<file path="src/rtl/param_stream_tx.sv">
// param_stream_tx: captures a parallel parameter image and streams it
// out byte by byte over a valid/ready handshake with a running checksum.
module param_stream_tx #(
   parameter int NUM_BYTES = 24,
   parameter int DW        = 8
) (
   input  logic                    clk,
   input  logic                    reset,
   input  logic                    start,
   input  logic [NUM_BYTES*DW-1:0] params_in,
   input  logic                    tx_ready,
   output logic [DW-1:0]           data_out,
   output logic [1:0]              selector,
   output logic                    tx_valid,
   output logic                    tx_last,
   output logic                    busy,
   output logic                    done,
   output logic [DW-1:0]           checksum
);

   localparam int IW = (NUM_BYTES > 1) ? $clog2(NUM_BYTES) : 1;
   localparam logic [IW-1:0] LAST = IW'(NUM_BYTES - 1);

   typedef enum logic [1:0] {
      IDLE = 2'd0,
      SEND = 2'd1,
      DONE = 2'd2
   } state_t;

   state_t                  state;
   state_t                  state_nxt;
   logic [NUM_BYTES*DW-1:0] frame;
   logic [IW-1:0]           idx;
   logic                    xfer;
   logic                    accept;

   // state register
   always_ff @(posedge clk or negedge reset) begin
      if (!reset) begin
         state <= IDLE;
      end else begin
         state <= state_nxt;
      end
   end

   // next-state and handshake outputs
   always_comb begin
      state_nxt = state;
      tx_valid  = 1'b0;
      busy      = 1'b0;
      done      = 1'b0;
      tx_last   = 1'b0;
      data_out  = '0;
      xfer      = 1'b0;
      accept    = 1'b0;
      selector  = 2'b00;
      unique case (state)
         IDLE: begin
            if (start) begin
               accept    = 1'b1;
               state_nxt = SEND;
            end
         end
         SEND: begin
            tx_valid = 1'b1;
            busy     = 1'b1;
            tx_last  = (idx == LAST);
            data_out = frame[DW*int'(idx) +: DW];
            xfer     = tx_ready;
            if (xfer) begin
               selector = 2'b01;
               if (tx_last) begin
                  state_nxt = DONE;
               end
            end
         end
         DONE: begin
            done      = 1'b1;
            state_nxt = IDLE;
         end
         default: begin
            state_nxt = IDLE;
         end
      endcase
   end

   // frame capture, byte index and running checksum
   always_ff @(posedge clk or negedge reset) begin
      if (!reset) begin
         frame    <= '0;
         idx      <= '0;
         checksum <= '0;
      end else if (accept) begin
         frame    <= params_in;
         idx      <= '0;
         checksum <= '0;
      end else if (xfer) begin
         checksum <= checksum + data_out;
         if (!tx_last) begin
            idx <= idx + IW'(1);
         end
      end
   end

endmodule

</file>
<file path="config.mk">
export PLATFORM = sky130hd
export DESIGN_NAME = param_stream_tx
export DESIGN_NICKNAME = d
export VERILOG_FILES = /design/src/rtl/param_stream_tx.sv
export SDC_FILE = /design/constraint.sdc
export NUM_CORES = 1
export LEC_CHECK = 0
export CAP_MARGIN = 20
export CORE_UTILIZATION = 40
export CTS_CLUSTER_DIAMETER = 50
export DETAILED_ROUTE_END_ITERATION = 16
export PLACE_DENSITY = 0.69
export SYNTH_ARGS = -nofsm -noshare
export SYNTH_HDL_FRONTEND = slang
export SYNTH_SLANG_ARGS = --single-unit
</file>
<file path="constraint.sdc">
create_clock -name clk -period 10.4 [get_ports clk]
set_input_delay 2.6 -clock clk [delete_from_list [all_inputs] [get_ports clk]]
set_output_delay 2.6 -clock clk [all_outputs]
set_load 0.05 [all_outputs]
</file>
## Word-level counts from Yosys, hierarchy flattened

Cells that the tools add are included.
W data, S select, Z words.

- Reductions and logical operators: 4
- Shifts and indexed selects: 1
- $add $sub $neg: 2
- Multiplexer cells: 18
- Eq/ne operators: 7

Operator list:

| kind | number |
|---|---|
| $shiftx A192 B9 Y8 | 1 |
| $mux W8 | 3 |
| $mux W5 | 3 |
| $add A8 B8 Y8 | 1 |
| $mux W1 | 8 |
| $mux W2 | 3 |
| $ne A2 B2 Y1 const B | 3 |
| $add A5 B1 Y5 const B | 1 |
| $eq A5 B5 Y1 const B | 1 |
| $pmux W2 S2 | 1 |
| $reduce_and A3 Y1 | 1 |
| $eq A2 B1 Y1 const B | 1 |
| $eq A2 B2 Y1 const B | 1 |
| $logic_not A2 Y1 | 1 |
| $ne A2 B1 Y1 const B | 1 |
| $reduce_and A2 Y1 | 1 |
| $reduce_bool A2 Y1 | 1 |

- Bits of input ports: 196
- Output and inout port bits: 22
- Word-level logic and storage cells: 36
- Flip-flop bits (word level): 207

## Logic depth before layout (Yosys ltp)

- Depth after elaboration: 5
- Depth in mapped cells: 16

## Worst setup path before layout

Ideal clock, no wire load.

- Path kind: input to output
- Start: input tx_ready
- End: output selector[0]
- Path slack: 4.477 ns
- Data required time: 7.800 ns
- Arrival time: 3.323 ns
- Stages on the path: 4
- Cell sequence: nand2_1 > inv_1 > clkbuf_1 > buf_4

- Cells in the longest elaborated chain, start to end: 2

RTL lines:

| item | line | RTL |
|---|---|---|
| from (decl) | 11 | `input logic tx_ready,` |
| $mux W1 | 70 | `if (xfer) begin` |
| $mux W1 | 57 | `unique case (state)` |
| to (decl) | 13 | `output logic [1:0] selector,` |

No other way between the ends.

## Worst setup path in the final report

Same ends and word-level chain as after synthesis.

==> flow_metrics.tcl <==
set metrics [dict create \
    vias 5999 \
    syn_area_sq_mm 0.00955 \
    max_freq_mhz 141 \
    ys.flop_type "dfrtp_1" \
    nNetsFinal 1023 \
    cts-root-buf "clkbuf_16" \
    clockBufferDepth 3 \
    synth-edff-count 0 \
    max_stage_delay_ns 0.88 \
    critPathSlowestCell "clkdlybuf4s50_1" \
    cts.sinks 207 \
    ir_drop_v 0.000184 \
    seq_area_frac_synth_pct 54.2 \
    gp_congestion 0.828 \
    fin_cells 1157 \
    fillers 1883 \
    power.leakage_uw 0.00520 \
    crit_chain "clkdlybuf4s50_1, nand2_1, inv_1, clkdlybuf4s50_1" \
    grtUsageTotal_pct 20.0 \
    io_pins 218 \
    grt_remaining_overflow 0 \
    drive_above_1_share_pct 36.1 \
    postCtsHoldBufs 0 \
    yosysWarnings 0 \
    avgSynthCellArea_sq_um 15.6 \
    clkTransAtPathRegs_ns 0.05 \
    clk_latency_ns 0.52 \
    fp-row-count 56 \
    core_area_sq_mm 0.0235 \
    grt_pass1_wl_um 37300 \
    dp.cells 1108 \
    dieArea_sq_mm 0.0245 \
    fin_skew_ns 0.0110 \
    drc 0 \
    hold_class "reg2reg" \
    ys_ff_latch 207 \
    synth_top_area_share_pct 54.2 \
    p_per_area_mw_per_mm2 345 \
    cts_buffers 26 \
    dp_hpwl_um 16800 \
    rsz0062_at_grt "false" \
    grt_pass1_vias 6708 \
    crit_type "in2out" \
    synthArstFlopShare_pct 100 \
    synthCells 612 \
    cp.arrival_ns 4.47 \
    tns_ns 0 \
    die-height_um 157 \
    first_pass_iters 4 \
    start_util_pct 40.7 \
    yosysTopAreaCell "dfrtp_1" \
    ys_types 41 \
    maxSlewHeadroom_pct 33.8 \
    wl_per_cell_um 20.5 \
    critPathMaxFanout 11 \
    maxSlewViolCount 0 \
    p_total_uw 4460 \
    period_share_pct 68.0 \
    cts_resized 0 \
    antenna_found_initial 1 \
    setup.worst_path.start_class "input pin" \
    synthesis.nets 817 \
    grt_max_degree 164 \
    synth_area_leaders "dfrtp_1, mux2_2, mux4_2, mux4_1, clkbuf_1" \
    routed_wl_um 23700 \
    hold_viol 0 \
    critical_path.most_common_cell "clkdlybuf4s50_1" \
    setup_viol_count_final 0 \
    dr.first_iter.drc_count 265 \
    tritoncts "yes" \
    endpoint_kind "output port" \
    post_cts_buffers 0 \
    fin_crit_ns 7.07 \
    port_buffers 216 \
    vias_per_cell 5.18 \
    drtAntennaViolNets 0 \
    die_w_um 157 \
    maxCapViolCount 0 \
    worstMarginPinSlew_ns 0.993 \
    syn_to_final_growth_pct 35.5 \
    h-tree-depth 1 \
    cp.required_ns 7.80 \
    outcome "finished, final reports clean" \
]
-- critical path, delay by kind of cell --
| kind | cells | cell delay, ns |
|---|---|---|
| buf+inv | 3 | 1.71 |
| simple gates | 1 | 0.16 |
-- report_power, final --
group          switching, uW  internal (uW)
Combinational            914           1080
Clock                    335            611
Sequential               303           1220
-- state kept, by name, indices dropped and copies added (netlist names) --
name      cells
idx           5
frame       192
state         2
checksum      8
-- logic make-up after synthesis --
| family | after synthesis | synth area share [%] |
|---|---|---|
| mux | 256 | 36.5 |
| flops | 207 | 54.2 |
| simple gates | 49 | 2.57 |
| buf+inv | 49 | 2.25 |
| compound gates | 32 | 2.28 |
| fa+ha+maj | 9 | 1.26 |
| xor+xnor | 9 | 0.825 |
| other cells | 1 | 0.0393 |
-- layout by cell type, fill, tap and decap left out, types with 2 or more instances in the layout --
cell type        count
o21ai_0              6
nand3_1              5
o211ai_1             2
buf_4                4
a21o_1               3
nor2b_1              3
a2111oi_0            2
a22oi_1              7
clkbuf_16           27
bufinv_16            3
mux2_2             200
clkdlybuf4s50_1    215
nor2_1              17
a211oi_1             2
xor2_1               5
nand4_1              3
ha_1                 8
a21oi_1              5
inv_1                4
mux2i_1              3
o21bai_1             2
nand2_1             12
clkbuf_8            10
mux4_2              49
or3_1                2
xnor2_1              4
clkbuf_1             6
mux4_1               4
dfrtp_1            205
-- path summary, 6_finish.rpt --
| check | from | to | slack (ns) | cells after the start |
|---|---|---|---|---|
| worst max-delay path | tx_ready | selector[0] | 3.33 | 4 |
| worst min-delay path | frame[181]$_DFFE_PN0P_ | frame[181]$_DFFE_PN0P_ | 0.50 | 1 |
| worst max register to register | idx[1]$_DFFE_PN0P_ | checksum[7]$_DFFE_PN0P_ | 5.98 | 13 |
| worst min register to register | frame[181]$_DFFE_PN0P_ | frame[181]$_DFFE_PN0P_ | 0.50 | 1 |
| max in group asynchronous | reset | idx[0]$_DFFE_PN0P_ | 6.83 | 3 |
| min in group asynchronous | reset | frame[164]$_DFFE_PN0P_ | 2.21 | 1 |
-- synth_stat cells (2+ instances only) --
| library cell | instances |
|---|---|
| buf_2 | 10 |
| o21ai_0 | 6 |
| clkbuf_1 | 27 |
| xnor2_1 | 4 |
| mux4_2 | 49 |
| mux2_2 | 200 |
| a21oi_1 | 5 |
| a22oi_1 | 7 |
| nand4_1 | 3 |
| a2111oi_0 | 2 |
| mux4_1 | 4 |
| o21bai_1 | 2 |
| ha_1 | 8 |
| a211oi_1 | 2 |
| nor2_1 | 17 |
| inv_1 | 4 |
| buf_4 | 3 |
| xor2_1 | 5 |
| nand2_1 | 12 |
| dfrtp_1 | 207 |
| or3_1 | 2 |
| o211ai_1 | 2 |
| nor2b_1 | 3 |
| nand3_1 | 5 |
| mux2i_1 | 3 |
| buf_1 | 3 |
| a21o_1 | 3 |
-- layout make-up --
class | instances | area [sq um] | area share [%]
sequential | 207 | 5180 | 40.1
multi-input combinational | 356 | 4160 | 32.2
timing repair buffer | 222 | 2240 | 17.3
clock buffer | 42 | 822 | 6.35
tap | 319 | 399 | 3.08
clock inverter | 5 | 106 | 0.822
inverter | 5 | 18.8 | 0.145
antenna | 1 | 2.50 | 0.0193
-- metrics by stage --
step | hold WS (ns) | instance area (sq um) | worst slack [ns] | utilization (%)
after global placement | 0.484 | 12000 | 3.37 | 51.0
after floorplan | 0.472 | 9550 | 4.48 | -
after CTS | 0.504 | 12900 | 3.34 | 55.0
final | 0.499 | 12900 | 3.33 | 55.1
after detailed placement | 0.490 | 12000 | 3.35 | 51.0
after global routing | 0.515 | 12900 | 3.24 | 55.1
-- per-layer routing --
metal  routed length, um  global-route usage (%)  part of all wire [%]  vias to the layer above
li1                    -                       -                     -                     2694
met1                9640                    25.4                    41                     3090
met2               11700                    33.9                    49                      184
met3                1750                    5.12                   7.4                       31
met4                 609                    5.60                   2.6                        0
met5                   0                       0                     0                        -
Power figures use the tool's default switching activity.
